===== src/rtl/swap_rotate_bank_pkg.sv =====
// Shared op-code constants, FSM state encoding and index range helper
// for the swap/rotate register bank.
package swap_rotate_pkg;

  localparam logic [1:0] OP_SWAP_TEMP = 2'b00;
  localparam logic [1:0] OP_ROT_L     = 2'b01;
  localparam logic [1:0] OP_ROT_R     = 2'b10;
  localparam logic [1:0] OP_SWAP_NB   = 2'b11;

  typedef enum logic [2:0] {IDLE, SAVE, MOVE, RESTORE, EXEC} st_t;

  // Runtime range check, kept generic so power-of-two depths stay warning-free.
  function automatic logic idx_in_range(input int unsigned idx, input int unsigned depth);
    return idx < depth;
  endfunction

endpackage


===== src/rtl/swap_rotate_bank_if.sv =====
// Command port of the swap/rotate bank: valid/ready handshake plus
// completion (done) and rejection (err) pulses.
interface swap_rotate_bank_if #(
  parameter int DEPTH = 4
);
  localparam int IDXW = $clog2(DEPTH);

  logic            op_valid;
  logic            op_ready;
  logic [1:0]      op_code;
  logic [IDXW-1:0] idx_a;
  logic [IDXW-1:0] idx_b;
  logic            done;
  logic            err;

  modport master (output op_valid, op_code, idx_a, idx_b,
                  input  op_ready, done, err);
  modport slave  (input  op_valid, op_code, idx_a, idx_b,
                  output op_ready, done, err);
endinterface


===== src/rtl/swap_rotate_bank_ctrl.sv =====
// Command FSM for the swap/rotate bank: handshake, index range checks,
// done/err pulses and per-state write strobes for the register bank.
module swap_rotate_bank_ctrl
  import swap_rotate_pkg::*;
#(
  parameter int DEPTH = 4
) (
  input  logic                     clk,
  input  logic                     rst_n,
  swap_rotate_bank_if.slave        cmd,
  input  logic                     load_en,
  input  logic [$clog2(DEPTH)-1:0] load_idx,
  output logic                     ld_we,
  output logic                     temp_we,
  output logic                     mv_we,
  output logic                     rs_we,
  output logic                     nb_we,
  output logic                     rl_we,
  output logic                     rr_we,
  output logic [$clog2(DEPTH)-1:0] a_q,
  output logic [$clog2(DEPTH)-1:0] b_q
);
  st_t        state;
  logic [1:0] op_q;
  logic       cmd_ok;
  logic       ld_ok;

  assign cmd_ok = idx_in_range(32'(cmd.idx_a), 32'(DEPTH)) &&
                  idx_in_range(32'(cmd.idx_b), 32'(DEPTH));
  assign ld_ok  = idx_in_range(32'(load_idx), 32'(DEPTH));

  assign cmd.op_ready = (state == IDLE);

  // A load in IDLE takes priority; the command waits with op_ready still high.
  assign ld_we   = (state == IDLE) && load_en && ld_ok;
  assign temp_we = (state == SAVE);
  assign mv_we   = (state == MOVE);
  assign rs_we   = (state == RESTORE);
  assign nb_we   = (state == EXEC) && (op_q == OP_SWAP_NB);
  assign rl_we   = (state == EXEC) && (op_q == OP_ROT_L);
  assign rr_we   = (state == EXEC) && (op_q == OP_ROT_R);

  always_ff @(posedge clk or negedge rst_n) begin
    if (!rst_n) begin
      state    <= IDLE;
      op_q     <= OP_SWAP_TEMP;
      a_q      <= '0;
      b_q      <= '0;
      cmd.done <= 1'b0;
      cmd.err  <= 1'b0;
    end else begin
      cmd.done <= 1'b0;
      cmd.err  <= 1'b0;
      case (state)
        IDLE: begin
          if (load_en) begin
            if (!ld_ok) cmd.err <= 1'b1;
          end else if (cmd.op_valid) begin
            if (!cmd_ok) begin
              cmd.err <= 1'b1;
            end else begin
              op_q  <= cmd.op_code;
              a_q   <= cmd.idx_a;
              b_q   <= cmd.idx_b;
              state <= (cmd.op_code == OP_SWAP_TEMP) ? SAVE : EXEC;
            end
          end
        end
        SAVE:    state <= MOVE;
        MOVE:    state <= RESTORE;
        RESTORE: begin
          cmd.done <= 1'b1;
          state    <= IDLE;
        end
        EXEC: begin
          cmd.done <= 1'b1;
          state    <= IDLE;
        end
        default: state <= IDLE;
      endcase
    end
  end

endmodule


===== src/rtl/swap_rotate_bank.sv =====
// DEPTH x WIDTH register bank with temp-register swap, nonblocking swap and
// rotate commands. Optional counters enabled by SWAP_ROTATE_STATS_EN.
module swap_rotate_bank
  import swap_rotate_pkg::*;
#(
  parameter int WIDTH = 4,
  parameter int DEPTH = 4
) (
  input  logic                     clk,
  input  logic                     rst_n,
  swap_rotate_bank_if.slave        cmd,
  input  logic                     load_en,
  input  logic [$clog2(DEPTH)-1:0] load_idx,
  input  logic [WIDTH-1:0]         load_data,
  output logic [DEPTH*WIDTH-1:0]   bank
`ifdef SWAP_ROTATE_STATS_EN
  ,
  output logic [15:0]              op_count,
  output logic [7:0]               err_count
`endif
);
  localparam int IDXW = $clog2(DEPTH);

  logic [WIDTH-1:0] r [DEPTH];
  logic [WIDTH-1:0] temp;
  logic             ld_we, temp_we, mv_we, rs_we, nb_we, rl_we, rr_we;
  logic [IDXW-1:0]  a_q, b_q;

  swap_rotate_bank_ctrl #(.DEPTH(DEPTH)) u_ctrl (
    .clk      (clk),
    .rst_n    (rst_n),
    .cmd      (cmd),
    .load_en  (load_en),
    .load_idx (load_idx),
    .ld_we    (ld_we),
    .temp_we  (temp_we),
    .mv_we    (mv_we),
    .rs_we    (rs_we),
    .nb_we    (nb_we),
    .rl_we    (rl_we),
    .rr_we    (rr_we),
    .a_q      (a_q),
    .b_q      (b_q)
  );

  // Strobes are mutually exclusive: at most one bank update per edge.
  always_ff @(posedge clk or negedge rst_n) begin
    if (!rst_n) begin
      for (int i = 0; i < DEPTH; i++) r[i] <= WIDTH'(i);
      temp <= '0;
    end else begin
      if (ld_we)   r[load_idx] <= load_data;
      if (temp_we) temp        <= r[a_q];
      if (mv_we)   r[a_q]      <= r[b_q];
      if (rs_we)   r[b_q]      <= temp;
      if (nb_we) begin
        r[a_q] <= r[b_q];
        r[b_q] <= r[a_q];
      end
      if (rl_we) for (int i = 0; i < DEPTH; i++) r[i] <= r[(i + 1) % DEPTH];
      if (rr_we) for (int i = 0; i < DEPTH; i++) r[i] <= r[(i + DEPTH - 1) % DEPTH];
    end
  end

  for (genvar g = 0; g < DEPTH; g++) begin : g_bank
    assign bank[g*WIDTH +: WIDTH] = r[g];
  end

`ifdef SWAP_ROTATE_STATS_EN
  always_ff @(posedge clk or negedge rst_n) begin
    if (!rst_n) begin
      op_count  <= '0;
      err_count <= '0;
    end else begin
      if (cmd.done) op_count <= op_count + 16'd1;
      if (cmd.err && (err_count != 8'hFF)) err_count <= err_count + 8'd1;
    end
  end
`endif

endmodule


===== src/flat_wrapper.sv =====
// flat-port wrapper written by rule: the top's interface ports become plain ports
module swap_rotate_bank_flat import swap_rotate_pkg::*;
#(
  parameter int WIDTH = 4,
  parameter int DEPTH = 4
)
  (clk, rst_n, load_en, load_idx, load_data, bank, cmd_op_valid, cmd_op_code, cmd_idx_a, cmd_idx_b, cmd_op_ready, cmd_done, cmd_err);
  swap_rotate_bank_if #(.DEPTH(DEPTH)) cmd_i ();
  input  logic clk;
  input  logic rst_n;
  input  logic load_en;
  input  logic [$clog2(DEPTH)-1:0] load_idx;
  input  logic [WIDTH-1:0] load_data;
  output logic [DEPTH*WIDTH-1:0] bank;
  input wire logic [$bits(cmd_i.op_valid)-1:0] cmd_op_valid;
  input wire logic [$bits(cmd_i.op_code)-1:0] cmd_op_code;
  input wire logic [$bits(cmd_i.idx_a)-1:0] cmd_idx_a;
  input wire logic [$bits(cmd_i.idx_b)-1:0] cmd_idx_b;
  output wire logic [$bits(cmd_i.op_ready)-1:0] cmd_op_ready;
  output wire logic [$bits(cmd_i.done)-1:0] cmd_done;
  output wire logic [$bits(cmd_i.err)-1:0] cmd_err;
  assign cmd_i.op_valid = cmd_op_valid;
  assign cmd_i.op_code = cmd_op_code;
  assign cmd_i.idx_a = cmd_idx_a;
  assign cmd_i.idx_b = cmd_idx_b;
  assign cmd_op_ready = cmd_i.op_ready;
  assign cmd_done = cmd_i.done;
  assign cmd_err = cmd_i.err;
  swap_rotate_bank #(.WIDTH(WIDTH), .DEPTH(DEPTH)) u_core (.clk(clk), .rst_n(rst_n), .cmd(cmd_i), .load_en(load_en), .load_idx(load_idx), .load_data(load_data), .bank(bank));
endmodule

===== config.mk =====
export PLATFORM = sky130hd
export DESIGN_NAME = swap_rotate_bank_flat
export DESIGN_NICKNAME = d
export VERILOG_FILES = /design/src/rtl/swap_rotate_bank_pkg.sv /design/src/rtl/swap_rotate_bank_if.sv /design/src/rtl/swap_rotate_bank_ctrl.sv /design/src/rtl/swap_rotate_bank.sv /design/src/flat_wrapper.sv
export SDC_FILE = /design/constraint.sdc
export NUM_CORES = 1
export LEC_CHECK = 0
export BUFFER_PORTS_ARGS = -buffer_cell sky130_fd_sc_hd__buf_2
export CAP_MARGIN = 20
export CORE_MARGIN = 2
export CORE_UTILIZATION = 60
export DETAILED_ROUTE_END_ITERATION = 8
export PLACE_DENSITY = 0.88
export SKIP_CTS_REPAIR_TIMING = 1
export SYNTH_ARGS = -nofsm -noshare
export SYNTH_HDL_FRONTEND = slang
export SYNTH_SLANG_ARGS = --single-unit

===== constraint.sdc =====
create_clock -name clk -period 4.05 [get_ports clk]
set_clock_uncertainty 0.05 [all_clocks]
set_input_delay 0.81 -clock clk [delete_from_list [all_inputs] [get_ports clk]]
set_output_delay 0.81 -clock clk [all_outputs]
set_load 0.005 [all_outputs]

Yosys cells after proc, flatten, opt, wreduce, memory -nomap -nowiden

Index checks and enable logic that the tools add are counted.

Bits in registers: 30
Output and inout port bits: 19
Input port bits: 16
Word-level logic and storage cells: 69

Mux-type cells: 28
Eq/ne operators: 9
Reduce and logical (&&, ||, !) cells: 12
Bitwise logic cells: 4
Order comparisons: 6

Operators with widths:

| kind               | count |
|---|---|
| $mux 16            | 6 |
| $bwmux 16          | 5 |
| $mux 4             | 7 |
| $demux 4 s2        | 3 |
| $bmux 4 s2         | 2 |
| $ge 3x3->1 const B | 3 |
| $lt 3x1->1 const B | 3 |
| $mux 3             | 3 |
| $not 2->3          | 3 |
| $pmux 3 s3         | 1 |
| $logic_and 1x1->1  | 7 |
| $eq 3x2->1 const B | 2 |
| $eq 2x2->1 const B | 2 |
| $ne 2x2->1 const B | 2 |
| $eq 3x1->1 const B | 1 |
| $eq 3x3->1 const B | 1 |
| $logic_not 3->1    | 1 |
| $reduce_and 3->1   | 1 |
| $eq 2x1->1 const B | 1 |
| $logic_not 2->1    | 1 |
| $reduce_and 2->1   | 1 |
| $reduce_or 2->1    | 1 |
| $mux 1             | 1 |
| $not 1->1          | 1 |

Logic depth before layout (Yosys ltp)

Gate-level depths: netlist of run 1.

Word-level depth: 16
Mapped depth: 8
Depth with buffers taken out: 5

Modules after synthesis

Synthesis of run 1 repeated with hierarchy kept, for this count alone.

Cell total of the unflattened synthesis: 286
Area total of the unflattened synthesis: 2,588.7 µm²

By module, submodules not included:

| module                | cells an instance | area an instance (µm²) | instances | sequential area each (µm²) |
|---|---|---|---|---|
| swap_rotate_bank      | 243               | 2,077.0                | 1         | 505.5 |
| swap_rotate_bank_ctrl | 43                | 511.7                  | 1         | 250.2 |

Worst setup path after synthesis of run 1

OpenSTA, ideal clock, no wires.

Path type: input to register
Start point: input load_en
End point: register u_core.r, in the netlist u_core.bank[8]
Arrival time: 1.992 ns
Setup slack: 1.869 ns
Data required time: 3.861 ns
Stages: 5
Buffers on the path: 0
Library setup time: 0.139 ns
Cells stage by stage: or4b_4 -> nor2_2 -> mux2_2 -> o21ai_0 -> a21oi_1

Cells in the longest elaborated chain, start to end: 11

Ends and longest elaborated chain:

| item                            | RTL line                    | source |
|---|---|---|
| from (decl)                     | flat_wrapper.sv:11          | `input logic load_en;` |
| $logic_and 1x1->1 *             | swap_rotate_bank_ctrl.sv:35 | `assign ld_we = (state == IDLE) && load_en && ld_ok;` |
| $mux 16 *                       | swap_rotate_bank.sv:52      | `if (ld_we) r[load_idx] <= load_data;` |
| $bwmux 16                       | swap_rotate_bank.sv:54      | `if (mv_we) r[a_q] <= r[b_q];` |
| $mux 16 *                       | swap_rotate_bank.sv:54      |  |
| $bwmux 16                       | swap_rotate_bank.sv:55      | `if (rs_we) r[b_q] <= temp;` |
| $mux 16 *                       | swap_rotate_bank.sv:55      |  |
| $bwmux 16                       | swap_rotate_bank.sv:57      | `r[a_q] <= r[b_q];` |
| $bwmux 16                       | swap_rotate_bank.sv:58      | `r[b_q] <= r[a_q];` |
| $mux 16 *                       | swap_rotate_bank.sv:56      | `if (nb_we) begin` |
| $mux 16 *                       | swap_rotate_bank.sv:60      | `if (rl_we) for (int i = 0; i < DEPTH; i++) r[i] <= r[(i + 1) % DEPTH];` |
| $mux 16 *                       | swap_rotate_bank.sv:61      | `if (rr_we) for (int i = 0; i < DEPTH; i++) r[i] <= r[(i + DEPTH - 1) % DEPTH];` |
| to (signal, indexed assignment) | swap_rotate_bank.sv:55      |  |
| to (signal, indexed assignment) | swap_rotate_bank.sv:57      |  |
| to (signal, indexed assignment) | swap_rotate_bank.sv:58      |  |
| to (decl)                       | swap_rotate_bank.sv:24      | `logic [WIDTH-1:0] r [DEPTH];` |

Every way passes the cells marked *; elsewhere a longest branch is shown, timed or not.
A chain may end at the register's enable or synchronous reset.

Worst setup path in the final report of run 1

Start point: register u_core.u_ctrl.state[2]
End point: register u_core.r, in the netlist u_core.bank[11]

Cells in the longest elaborated chain, start to end: 12
Elaborated cells on any way between the ends: 18
Classes of those cells: eq/ne (3); mux (10); reduce/logical (5)

Ends and longest elaborated chain:

| item                   | RTL line                    | source |
|---|---|---|
| from (decl)            | swap_rotate_bank_ctrl.sv:23 | `st_t state;` |
| from (signal assigned) | swap_rotate_bank_ctrl.sv:65 | `state <= (cmd.op_code == OP_SWAP_TEMP) ? SAVE : EXEC;` |
| $logic_not 3->1        | swap_rotate_bank_ctrl.sv:35 |  |
| $logic_and 1x1->1      | swap_rotate_bank_ctrl.sv:35 |  |
| $mux 16                | swap_rotate_bank.sv:52      |  |
| $bwmux 16              | swap_rotate_bank.sv:54      |  |
| $mux 16                | swap_rotate_bank.sv:54      |  |
| $bwmux 16              | swap_rotate_bank.sv:55      |  |
| $mux 16                | swap_rotate_bank.sv:55      |  |
| $bwmux 16              | swap_rotate_bank.sv:57      |  |
| $bwmux 16              | swap_rotate_bank.sv:58      |  |
| $mux 16                | swap_rotate_bank.sv:56      |  |
| $mux 16                | swap_rotate_bank.sv:60      |  |
| $mux 16 *              | swap_rotate_bank.sv:61      |  |

Marked as above.

==> results.cfg, run 1 <==
[clock_network]
clkSinkCount = 30
path_clk_slew_ns = 0.08
insertion_delay_ns = 0.29
max-clock-path-buffers = 2
cts_tree = built
cts_made_buffers = 5
h-tree-depth = 2
cts-root-buf = clkbuf_8

[timing]
worstMarginPinSlew_ns = 1.11
max_slew_margin = 0.256
setup_ws_ns = 1.41
slew_viol_final = 0
finalSetupTns_ns = 0
finalCritPeriodShare = 0.652
rsz0062_at_grt = no
finalSetupViolations = 0
min_period_ns = 2.64
maxClockFrequency_ghz = 0.379
hold_viol = 0

[routing]
drc = 0
num_vias = 3173
drt_iter0_drc = 597
avgViaCountPerCell = 7.68
wl_per_cell_um = 24.8
ant_nets = 0
dr.pass1.iters = 5
wl_um = 10200

[global_routing]
grt_pass1_vias = 2912
grt_pass1_wl_um = 15800
grt_max_degree = 31
grt_util_all_layers = 0.400
grt_overflow_total = 0
antenna_found_initial = 0

[place]
dp_slack_ns = 1.52
post_dp_cell_area_mm2 = 0.00297
gp_congestion = 1.07
dp_hpwl_um = 7010
io_buffers = 33

[yosys]
synth_cell_types = 61
syn-instance-count = 342
synthMuxAreaShare = 0.154
yosysTopAreaCell = dfrtp_1
synth_top_family_by_area = compound AO/OA/AOI/OAI gates
synth_fa_ha_area_frac = 0
synth.avg_cell_area_um2 = 8.32
synth_ff_type = dfrtp_1
yosys-top-cells-count = nand2_1, a21oi_1, dfrtp_1
synth_warnings = 0
synth-edff-count = 0
synth_nets = 358
synth_area_leaders = dfrtp_1, mux2_2, a21oi_1
synth_xor_xnor_area_share = 0.00308
async_flop_share = 1.00
synth-simple-area-share = 0.250
synth_top_area_frac = 0.229
seq_area_frac_synth = 0.266
syn_area_mm2 = 0.00284
yosys_register_bits = 30
synth_compound_area_frac = 0.275
yosysMostFrequentCell = nand2_1

[critical_path]
cp_top_family = simple AND/OR/NAND/NOR gates
crit_required_ns = 4.18
r2r.worst_path.cells = 4
path_max_fanout = 14
crit_path_top_delay_cell = nor3b_2
path_buf_inv = 0
critical_path.max_stage_delay_ns = 0.83
crit_chain = nor3b_2 > nand3_1 > o211a_1 > a22oi_1
end_kind = register
path_depth = 4
crit_arrival_ns = 2.77
cp-start-kind = register
critPathKind = reg2reg

[floorplan]
die_area_mm2 = 0.00531
rows = 25
fp.coreArea_mm2 = 0.00466
die_w_um = 72.8
io_pins = 35
initial_core_util = 0.610
die_height_um = 72.8

[worst_hold_path]
min_path_type = reg2reg
hold_depth = 2

[finish]
fin_area_mm2 = 0.00305
nNetsFinal = 374
drive_gt1_frac = 0.220
diodes = 0
synthToLayoutAreaGrowth_pct = 7.17

[outcome]
outcome = finished, final reports clean

[flow_run]
drv_cap = 0

[power_and_ir_drop]
p_leak_nw = 1.18
ir_drop_mv = 0.593
power_density_mw_per_mm2 = 877
==> stage by stage <==
stage,instances,hold WS (ns),util,power [mW]
2_1_floorplan,342,0.439,-,1.86
3_3_place_gp,405,0.473,0.637,2.33
3_5_place_dp,405,0.472,0.637,2.34
4_1_cts,413,0.482,0.654,2.59
5_1_grt,413,0.525,0.654,2.80
6_report,413,0.486,0.654,2.67
==> final cells by class <==
class	instances	area, um^2
fill	409	1610
sequential	30	756
multi-input combinational	282	1950
inverter	3	11.3
timing repair buffer	36	188
clock buffer	8	80.1
tap	54	67.6
==> state kept, by name, summed over array words and instances, names as in the netlist <==
register                flops
u_core.bank                16
u_core.temp                 4
u_core.u_ctrl.a_q           2
u_core.u_ctrl.b_q           2
u_core.u_ctrl.cmd.done      1
u_core.u_ctrl.op_q          2
u_core.u_ctrl.state         3
==> cell families (layout without fill, tap and decap cells) <==
logic type | after synthesis | in the layout
AO/OA/AOI/OAI | 117 | 117
XOR/XNOR | 1 | 1
buffers and inverters | 30 | 47
flip-flops | 30 | 30
multiplexers | 35 | 35
other | 1 | 1
AND/OR/NAND/NOR | 128 | 128
==> report_power, final <==
| group | switching, mW | internal (mW) | total (mW) | leakage, nW |
|---|---|---|---|---|
| sequential | 0.433 | 0.466 | 0.900 | 0.348 |
| clock | 0.122 | 0.122 | 0.244 | 0.0395 |
| combinational | 0.840 | 0.690 | 1.53 | 0.790 |
==> worst register-to-register path, delay by kind of cell (launching register included) <==
family           cells  cell delay [ns]
AND/OR/NAND/NOR      2             1.34
flip-flops           1             0.59
AO/OA/AOI/OAI        2             0.56
==> cell usage in the layout (no fill, tap or decap), drive strengths merged, types with 5 or more instances in the layout <==
cell type	n
buf	36
nand2	35
o21ai	27
a21oi	26
dfrtp	26
mux2	21
nor2	21
nand3	17
nor2b	12
mux2i	9
o22ai	8
a22oi	8
clkbuf	8
a211oi	7
and3	6
nand2b	6
a2bb2oi	6
nor3	5
mux4	5
==> layer usage <==
metal,global-route usage,vias up,wire length (um)
li1,-,1341,-
met1,0.535,1466,3790
met2,0.599,299,4380
met3,0.0967,67,1430
met4,0.212,0,643
met5,0,-,0
==> worst paths after layout <==
check	start	endpoint	slack [ns]
min in group asynchronous	rst_n	u_core.bank[1]	0.51
max reg2reg	u_core.u_ctrl.state[2]	u_core.bank[11]	1.41
min	u_core.bank[9]	u_core.bank[13]	0.49
max	u_core.u_ctrl.state[2]	u_core.bank[11]	1.41
min reg2reg	u_core.bank[9]	u_core.bank[13]	0.49
max in group asynchronous	rst_n	u_core.u_ctrl.b_q[1]	2.98
Power figures use the tool's default switching activity.
==> run 2, diff against run 1 <==
--- a/config.mk
+++ b/config.mk
@@ -8,9 +8,9 @@
 export BUFFER_PORTS_ARGS = -buffer_cell sky130_fd_sc_hd__buf_2
 export CAP_MARGIN = 20
 export CORE_MARGIN = 2
-export CORE_UTILIZATION = 60
+export CORE_UTILIZATION = 53
 export DETAILED_ROUTE_END_ITERATION = 8
-export PLACE_DENSITY = 0.88
+export PLACE_DENSITY = 0.83
 export SKIP_CTS_REPAIR_TIMING = 1
 export SYNTH_ARGS = -nofsm -noshare
 export SYNTH_HDL_FRONTEND = slang
==> constraint.sdc (replaced) <==
create_clock -name clk -period 2.4 [get_ports clk]
set_clock_uncertainty 0.05 [all_clocks]
set_input_delay 0.48 -clock clk [delete_from_list [all_inputs] [get_ports clk]]
set_output_delay 0.48 -clock clk [all_outputs]
set_load 0.005 [all_outputs]
==> run 2 against run 1 <==
Effect of this change:
- fmax increased by 11%
- count of clock-buffer cells in the layout decreased by 1
- cell count increased by 9.4%
- global-route usage decreased by 3.2 points
- die area increased by 12%
- largest power group unchanged
- highest routed layer unchanged
==> results.cfg, run 2 (synthesis results as in run 1) <==
[power_and_ir_drop]
power_density_mw_per_mm2 = 1470
power_frac_comb = 0.616
p_int_mw = 2.37
power.total_mw = 4.79
switching_share = 0.505
switching_power_mw = 2.42
ir_drop_mv = 0.879
clkPwrFrac = 0.092
p_leak_nw = 1.30
power_frac_seq = 0.292

[finish]
layout_commonest_cell = nand2_1
final_cell_mix = nand2_1, buf_2, a21oi_1, buf_4, dfrtp_1
fin_cells = 452
synthToLayoutAreaGrowth_pct = 14.3
final_util = 0.633
nNetsFinal = 397
largest_reg_flops = 16
multi_input_area_mm2 = 0.00195
n_fill_cell = 487
register_area_um2 = 756
drive_gt1_frac = 0.272
diodes = 0

[clock_network]
insertion_delay_ns = 0.29
cts_made_buffers = 5
h-tree-depth = 2
cts_tree = built
max-clock-path-buffers = 2
clkSinkCount = 30
cts-root-buf = clkbuf_8
path_clk_slew_ns = 0.07

[critical_path]
reg2reg_to = u_core.bank[10]
end_kind = register
cp-start-kind = register
critPathKind = reg2reg
crit_required_ns = 2.49
crit_arrival_ns = 2.47
r2r_slack_ns = 0.02
path_max_fanout = 9
r2r.worst_path.cells = 5
r2r-start = u_core.u_ctrl.state[0]

[global_routing]
antenna_found_initial = 0
grt_util_all_layers = 0.368
grt_pass1_vias = 3042
grt_overflow_total = 0
grt_pass1_wl_um = 16900
grt_max_degree = 31

[timing]
slew_viol_final = 0
min_period_ns = 2.38
rsz0062_at_grt = no
hold_viol = 0
setup_ws_ns = 0.0219
finalSetupViolations = 0
finalCritPeriodShare = 0.991
worstMarginPinSlew_ns = 0.731
max_slew_margin = 0.509
maxClockFrequency_ghz = 0.421
finalSetupTns_ns = 0

[routing]
drc = 0
met2WireLength_um = 4720
wl_met1_um = 3930
avgViaCountPerCell = 7.15
dr.max_layer_used = met4
ant_nets = 0
wl_um = 10700
num_vias = 3230
wl_met3_um = 1530
wl_per_cell_um = 23.6
drt_iter0_drc = 627
dr.pass1.iters = 5

[floorplan]
io_pins = 35
die_height_um = 77.3
die_area_mm2 = 0.00597
rows = 26
fp.coreArea_mm2 = 0.00514
initial_core_util = 0.553
die_w_um = 77.3

[place]
placedCellCount = 444
dp_slack_ns = 0.143
gp_congestion = 1.07
io_buffers = 33
dp_hpwl_um = 7780

[worst_hold_path]
min_path_type = in2async

[outcome]
outcome = finished, final reports clean

[flow_run]
drv_cap = 0
==> run 2: metal layers <==
metal,track usage,vias to the layer above
li1,-,1387
met1,0.497,1520
met2,0.557,275
met3,0.0918,48
met4,0.163,0
met5,0,-
==> run 2: area by class of cell <==
type                    count  share of cell area
repair buffers             59               0.111
clock buffers               7              0.0265
clock inverters             1             0.00154
flip-flops and latches     30               0.232
well taps                  70              0.0269
inverters                   3             0.00346
multi-input cells         282               0.598
==> run 2: critical path, stage by stage (launching register included) <==
cell and delay, ns:
dfrtp_1 0.50, or3b_1 0.59, nor4_2 0.70, a2bb2oi_1 0.14
a21oi_1 0.18, a21oi_1 0.07
==> run 2: how the worst max path moves through the flow <==
stage                                 startpoint              end  slack (ns)
final                     u_core.u_ctrl.state[0]  u_core.bank[10]        0.02
after global routing      u_core.u_ctrl.state[0]  u_core.bank[10]        0.02
after CTS                 u_core.u_ctrl.state[0]  u_core.bank[10]        0.13
after detailed placement  u_core.u_ctrl.state[0]  u_core.bank[10]        0.14
after global placement    u_core.u_ctrl.state[0]  u_core.bank[10]        0.14
after floorplan           u_core.u_ctrl.state[1]   u_core.bank[8]        0.47
==> run 2: power groups by stage <==
stage / logic [mW] / clock network [mW] / registers [mW]
after global placement: 2.82 / 0 / 1.36
after CTS: 2.87 / 0.442 / 1.36
final: 2.95 / 0.440 / 1.40
after detailed placement: 2.85 / 0 / 1.37
after global routing: 3.16 / 0.463 / 1.43
after floorplan: 2.06 / 0 / 1.08
==> run 2: through the flow <==
| step | area [um^2] | hold WS (ns) |
|---|---|---|
| finish | 3250 | 0.201 |
| global route | 3250 | 0.265 |
| CTS | 3250 | 0.220 |
| detailed placement | 3160 | 0.472 |
| global placement | 3160 | 0.468 |
| floorplan | 2840 | 0.134 |
